File: src/rtl/bp_pkg.sv
// Shared types for the branch-predictor update path.
//   ADDR_W   : branch address width seen by the predictor update port
//   bp_rec_t : one resolved-branch record (address + resolved direction)
package bp_pkg;

  localparam int ADDR_W = 17;

  typedef struct packed {
    logic [ADDR_W-1:0] addr;
    logic              take;
  } bp_rec_t;

endpackage

File: src/rtl/bp_update_fifo.sv
// Circular-buffer FIFO of bp_rec_t records.
//   clk, rst   : clock, asynchronous active-high reset
//   push       : write push_data at the tail (caller guarantees ~full)
//   push_data  : record to write
//   pop        : drop the head entry (caller guarantees ~empty)
//   clear      : synchronous discard of all entries; overrides push/pop
//   head       : entry at rd_ptr, driven from registered state
//   full/empty : occupancy flags from the registered count
//   count      : number of stored entries
module bp_update_fifo
  import bp_pkg::*;
#(
  parameter int DEPTH = 4,
  localparam int AW = $clog2(DEPTH)
) (
  input  logic          clk,
  input  logic          rst,
  input  logic          push,
  input  bp_rec_t       push_data,
  input  logic          pop,
  input  logic          clear,
  output bp_rec_t       head,
  output logic          full,
  output logic          empty,
  output logic [AW:0]   count
);

  bp_rec_t         mem [DEPTH];
  logic [AW-1:0]   rd_ptr;
  logic [AW-1:0]   wr_ptr;

  assign head  = mem[rd_ptr];
  assign full  = (count == (AW+1)'(DEPTH));
  assign empty = (count == '0);

  // Storage is reset so the head reads as zero straight out of reset.
  always_ff @(posedge clk or posedge rst) begin
    if (rst) begin
      rd_ptr <= '0;
      wr_ptr <= '0;
      count  <= '0;
      for (int i = 0; i < DEPTH; i++) mem[i] <= '0;
    end else if (clear) begin
      rd_ptr <= '0;
      wr_ptr <= '0;
      count  <= '0;
    end else begin
      if (push) begin
        mem[wr_ptr] <= push_data;
        wr_ptr      <= wr_ptr + AW'(1);
      end
      if (pop) rd_ptr <= rd_ptr + AW'(1);
      case ({push, pop})
        2'b10:   count <= count + (AW+1)'(1);
        2'b01:   count <= count - (AW+1)'(1);
        default: count <= count;
      endcase
    end
  end

endmodule

File: src/rtl/bp_update_scheduler.sv
// Collects resolved-branch records from the commit stage (requester 0) and the
// branch ALU (requester 1), round-robin arbitrates them into a small FIFO and
// drains at most one record per cycle into the predictor update port.
//   clk, rst                  : clock, asynchronous active-high reset
//   req_valid[1:0]            : per-requester record valid
//   req_addr0/req_take0       : requester 0 record
//   req_addr1/req_take1       : requester 1 record
//   req_ready[1:0]            : per-requester accept (one-hot or zero)
//   hold                      : predictor cannot take an update this cycle
//   flush                     : discard every queued record
//   record_en/addr/take       : predictor update strobe and payload
//   issued_cnt / dropped_cnt  : saturating counts of updates issued / flushed
module bp_update_scheduler
  import bp_pkg::*;
#(
  parameter int DEPTH = 4,
  parameter int CNT_W = 32
) (
  input  logic              clk,
  input  logic              rst,
  input  logic [1:0]        req_valid,
  input  logic [ADDR_W-1:0] req_addr0,
  input  logic              req_take0,
  input  logic [ADDR_W-1:0] req_addr1,
  input  logic              req_take1,
  output logic [1:0]        req_ready,
  input  logic              hold,
  input  logic              flush,
  output logic              record_en,
  output logic [ADDR_W-1:0] record_addr,
  output logic              record_take,
  output logic [CNT_W-1:0]  issued_cnt,
  output logic [CNT_W-1:0]  dropped_cnt
);

  localparam int AW = $clog2(DEPTH);

  logic              rr_ptr;
  logic              gnt_idx;
  logic              push;
  bp_rec_t           push_data;
  bp_rec_t           head;
  logic              full;
  logic              empty;
  logic [AW:0]       fifo_count;
  logic [CNT_W:0]    drop_sum;

  // rr_ptr only matters on contention; a lone requester always wins.
  always_comb begin
    gnt_idx = 1'b0;
    if (req_valid == 2'b11) gnt_idx = rr_ptr;
    else if (req_valid[1])  gnt_idx = 1'b1;
  end

  // full uses the registered count, so a same-cycle pop never makes room.
  always_comb begin
    req_ready = 2'b00;
    if ((req_valid != 2'b00) && !full && !flush && !rst)
      req_ready[gnt_idx] = 1'b1;
  end

  assign push      = |(req_valid & req_ready);
  assign push_data = gnt_idx ? '{addr: req_addr1, take: req_take1}
                             : '{addr: req_addr0, take: req_take0};

  assign record_en   = !empty && !hold && !flush && !rst;
  assign record_addr = head.addr;
  assign record_take = head.take;

  bp_update_fifo #(.DEPTH(DEPTH)) u_fifo (
    .clk       (clk),
    .rst       (rst),
    .push      (push),
    .push_data (push_data),
    .pop       (record_en),
    .clear     (flush),
    .head      (head),
    .full      (full),
    .empty     (empty),
    .count     (fifo_count)
  );

  assign drop_sum = {1'b0, dropped_cnt} + (CNT_W+1)'(fifo_count);

  always_ff @(posedge clk or posedge rst) begin
    if (rst) begin
      rr_ptr      <= 1'b0;
      issued_cnt  <= '0;
      dropped_cnt <= '0;
    end else begin
      if (push) rr_ptr <= ~gnt_idx;
      if (record_en && (issued_cnt != '1))
        issued_cnt <= issued_cnt + CNT_W'(1);
      if (flush)
        dropped_cnt <= drop_sum[CNT_W] ? '1 : drop_sum[CNT_W-1:0];
    end
  end

endmodule

File: config.mk
export PLATFORM = sky130hd
export DESIGN_NAME = bp_update_scheduler
export DESIGN_NICKNAME = d
export VERILOG_FILES = /design/src/rtl/bp_pkg.sv /design/src/rtl/bp_update_fifo.sv /design/src/rtl/bp_update_scheduler.sv
export SDC_FILE = /design/constraint.sdc
export NUM_CORES = 1
export LEC_CHECK = 0
export ABC_AREA = 1
export BUFFER_PORTS_ARGS = -buffer_cell sky130_fd_sc_hd__buf_2
export CORE_MARGIN = 2
export CORE_UTILIZATION = 62
export CTS_CLUSTER_DIAMETER = 60
export DETAILED_ROUTE_END_ITERATION = 8
export PLACE_DENSITY = 0.86
export SLEW_MARGIN = 20
export SYNTH_ARGS = -nofsm -noshare
export SYNTH_HDL_FRONTEND = slang
export SYNTH_SLANG_ARGS = --single-unit
File: constraint.sdc
create_clock -name clk -period 11.3 [get_ports clk]
set_input_delay 2.825 -clock clk [delete_from_list [all_inputs] [get_ports clk]]
set_output_delay 2.825 -clock clk [all_outputs]
set_load 0.01 [all_outputs]
Yosys cells after proc, flatten, opt, wreduce, memory -nomap -nowiden
Index checks and enable logic that the tools add are counted.

Register bits after elaboration: 144. Input bits: 42. Output and inout bits: 85. Word-level logic and storage cells: 75.

Add/subtract/negate cells: 6. $lt $le $gt $ge: 5. Equal/unequal tests: 5. Muxes and demuxes: 19. Bitwise logic cells: 5. Reduce and logical (&&, ||, !) cells: 21.

Operators with widths (number): 72-bit bitwise mux (1); 18-bit two-way mux (4); 18-bit binary-select mux with 2-bit select (1); 18-bit demux with 2-bit select (1); 32-bit by 3-bit adder with 33-bit output (1); 32-bit by 1-bit adder with 32-bit output, second input constant (1); 32-bit two-way mux (1); 32-bit != test, second input constant (1); 2-bit two-way mux (5); 1-bit logical AND (9); 3-bit >= comparator, second input constant (2); 2-bit inverter with 3-bit output (2); 3-bit one-hot mux with 2 select lines (1); 2-bit nonzero test (3); 1-bit logical NOT (5); 2-bit by 1-bit adder with 2-bit output, second input constant (2); 2-bit equality test, second input constant (2); 3-bit by 1-bit adder with 3-bit output, second input constant (1); 3-bit equality test, second input constant (1); 3-bit logical NOT (1); 3-bit by 1-bit less-than comparator with 1-bit output, second input constant (1); 1-bit two-way mux (3); 3-bit two-way mux (1); 3-bit nonzero test (1); 9 further kinds (10).

Depth between registers and ports, before layout
Word-level depth: 12. Gate-level depth with buffers: 13. Gate-level depth less buffers: 13.

Modules after synthesis
From an unflattened synthesis, not the netlist that was laid out.

Cells, all modules: 1095. Area, all modules: 8087.8 sq um.

Modules (own cells, without submodules): bp_update_scheduler (instances 1, cells an instance 688, area each 4416.7 sq um, sequential area each 1626.6 sq um); bp_update_fifo (instances 1, cells an instance 407, area each 3671.0 sq um, sequential area each 1976.9 sq um).

Worst setup path before layout
OpenSTA, ideal clock, no wires.

Path kind: input port to output port. Start: input flush. End: output req_ready[1]. Data arrival time: 3.596 ns. Required time: 8.475 ns. Setup slack: 4.879 ns. Stages on the path: 4. Buffers on the path: 1. Cell sequence: nor2_1 -> o211ai_2 -> buf_4 -> nor2_1.

Longest elaborated chain between the ends: 4.

RTL lines: start, declared (line bp_update_scheduler.sv:28) `input logic flush,`; 1-bit logical NOT (line bp_update_scheduler.sv:58) `if ((req_valid != 2'b00) && !full && !flush && !rst)`; 1-bit logical AND (2 in series) (line bp_update_scheduler.sv:58); 2-bit two-way mux (line bp_update_scheduler.sv:58); end, declared (line bp_update_scheduler.sv:26) `output logic [1:0] req_ready,`.

Every way passes these cells.

Worst setup path after layout
Start: input flush. End: output record_en.

Longest elaborated chain between the ends: 3.

RTL lines: 1-bit logical NOT (line bp_update_scheduler.sv:66) `assign record_en = !empty && !hold && !flush && !rst;`; 1-bit logical AND (2 in series) (line bp_update_scheduler.sv:66); end, declared (line bp_update_scheduler.sv:29) `output logic record_en,`.

Every way passes these cells.

==> metrics.yaml <==
clk-insertion-delay-late_ns: 0.43
synthTopCellsByArea: "dfrtp_1 (44%), nand2_1 (22%), o21ai_0 (7.3%)"
gr-total-overflow: 0
crit_type: "in -> out"
antenna_left: 0
track_usage_pct: 31.6
cts-root-buf: "clkbuf_16"
hold_start: "u_fifo.mem[40]"
n_fill_cell: 1050
start_util_pct: 62.9
reg2reg_slack_ns: 8.67
io_buffer_count: 126
layout_commonest_cell: "nand2_1"
post_cts_buffers: 0
powerDensity_nw_per_um2: 164
std_cell_rows: 42
regToRegEndpoint: "u_fifo.count[2]"
cp.arrival_ns: 4.13
core_area_um2: 13100
vias: 8200
synth_top_area_cell: "dfrtp_1"
seq_area_frac_synth_pct: 43.6
endpoint: "record_en"
synth-main-ff-cell: "dfrtp_1"
r2r-start: "u_fifo.count[1]"
worst_pin_slew_ns: 1.05
syn_avg_cell_area_um2: 7.07
grt_max_degree: 83
grt_pass1_wl_um: 36200
async_flop_share_pct: 100
synth_edf_count: 0
cts_tree: "done"
cts.reportedPaths.clkPinSlew_ns: 0.06
rsz0062_at_grt: "false"
nNetsFinal: 1331
synth.distinct_cells: 36
setup_tns_ns: 0
drc_errors: 0
setup_violations: 0
skew_ns: 0.00665
yosys.area.top_type_share_pct: 43.6
cp-end-kind: "primary output"
dr.pass1.iters: 6
final_area_um2: 9550
yosysWarnings: 0
min_period_over_period_pct: 61.5
syn-cell-area_um2: 8270
synth-seq-cells: 144
grt_pass1_vias: 7854
detail_route.wl_per_cell_um: 14.9
htree_levels: 4
routed_wl_um: 21900
final-hold-violation-count: 0
netlist_instances: 1169
leakage_nw: 5.00
crit_start: "flush"
dp_hpwl_um: 14500
fin_crit_ns: 6.95
drt-vias-per-instance: 5.59
clkSinkCount: 144
ff2ff_path_depth: 13
dr.first_iter.drc_count: 874
antenna_found_initial: 0
timing.fmax_ghz: 0.144
clk_path_buf_depth: 2
layout_common_cells: "nand2_1 (490), dfrtp_1 (144), buf_2 (126)"
critical_path_required_ns: 8.48
fp.dieW_um: 119
slew_headroom_pct: 29.5
worstPathMaxFanout: 22
n_antenna_cell: 0
max_cap_viol_count: 0
holdBufCountCts: 0
cts_resized: 0
gp_congestion: 0.892
ir_drop_v: 0.000101
start_kind: "primary input"
die_height_um: 119
drv_slew: 0
dieArea_um2: 14300
status: "finished clean"
cts_buffers: 17
synth_nets: 1221
place_area_um2: 8970
io_pins: 127
final_layout_size_suffix_gt1_share_pct: 15.1
hold_class: "reg -> reg"
area_delta_synth_final_pct: 15.6
==> cells in the mapped netlist (2+ instances only) <==
cell / instances
nor3_1: 17
inv_1: 63
nand3b_1: 11
buf_6: 4
nor2_4: 2
nand4_1: 9
nor2_2: 9
nand2_2: 5
clkbuf_1: 24
xnor2_1: 7
nor3_4: 3
buf_2: 7
nand2_1: 490
nor2_1: 120
ha_1: 8
a21oi_1: 4
clkinv_1: 6
o21ai_0: 121
o22ai_1: 18
inv_2: 3
nand3_1: 44
nand3_2: 3
o21ai_1: 6
fa_1: 2
buf_4: 4
dfrtp_1: 144
xor2_1: 24
or2_2: 2
buf_1: 2
==> sequential cells by signal, indices dropped and copies added, names as in the netlist <==
signal / count
u_fifo.mem: 72
dropped_cnt: 32
issued_cnt: 32
u_fifo.count: 3
u_fifo.rd_ptr: 2
u_fifo.wr_ptr: 2
rr_ptr: 1
==> metal layers <==
layer | part of all wire (%) | wire [µm] | vias up | track usage [%]
li1 | - | - | 3942 | -
met4 | 3.4 | 735 | 0 | 15.9
met5 | 0 | 0 | - | 0
met3 | 7.6 | 1670 | 76 | 5.75
met2 | 48 | 10400 | 399 | 49.7
met1 | 41 | 9040 | 3783 | 42.1
==> worst min-delay path by stage <==
| stage | endpoint | slack (ns) | cells past startpoint |
|---|---|---|---|
| after floorplan | u_fifo.mem[18] | 0.46 | 2 |
| after global placement | u_fifo.mem[21] | 0.48 | 2 |
| after detailed placement | u_fifo.mem[44] | 0.48 | 2 |
| after CTS | u_fifo.mem[44] | 0.50 | 2 |
| after global routing | u_fifo.mem[69] | 0.53 | 2 |
| final | u_fifo.mem[40] | 0.50 | 2 |
==> report_power, final <==
group / total, mW / internal [mW] / switching [mW]
combinational: 0.340 / 0.124 / 0.217
clock: 0.548 / 0.331 / 0.217
sequential: 0.677 / 0.608 / 0.0689
==> final cells by class <==
class                   instances  area (µm²)  area share (%)
multi-input cells             912        4200            43.9
well taps                     176         220            2.30
repair buffers                132         679            7.11
clock buffers                  23         498            5.21
clock inverters                 8        78.8           0.825
inverters                      72         275            2.88
flip-flops and latches        144        3600            37.7
==> through the flow <==
stage	hold slack [ns]	setup slack (ns)	total power, mW	util (%)	instances
3_3_place_gp	0.475	4.37	1.00	68.3	1436
2_1_floorplan	0.458	4.61	0.896	-	1169
3_5_place_dp	0.482	4.36	1.02	68.3	1436
5_1_grt	0.526	4.31	1.65	72.7	1467
6_report	0.496	4.35	1.57	72.7	1467
4_1_cts	0.495	4.36	1.56	72.7	1467
==> cells by family (layout without fill, tap and decap cells) <==
group / after synthesis / count (layout) / synth area share, %
and+or+nand+nor: 720 / 720 / 36.1
xor gates and xnor gates: 31 / 31 / 3.28
AOI/OAI and AO/OA: 151 / 151 / 9.53
buffers and inverters: 113 / 235 / 5.78
adders and majority gates: 10 / 10 / 1.69
DFF: 144 / 144 / 43.6
==> worst max-delay path: stages <==
cell,delay (ns)
buf_2,0.24
nor2_1,0.39
inv_1,0.16
nor3_4,0.30
buf_2,0.21
Power figures use the tool's default switching activity.
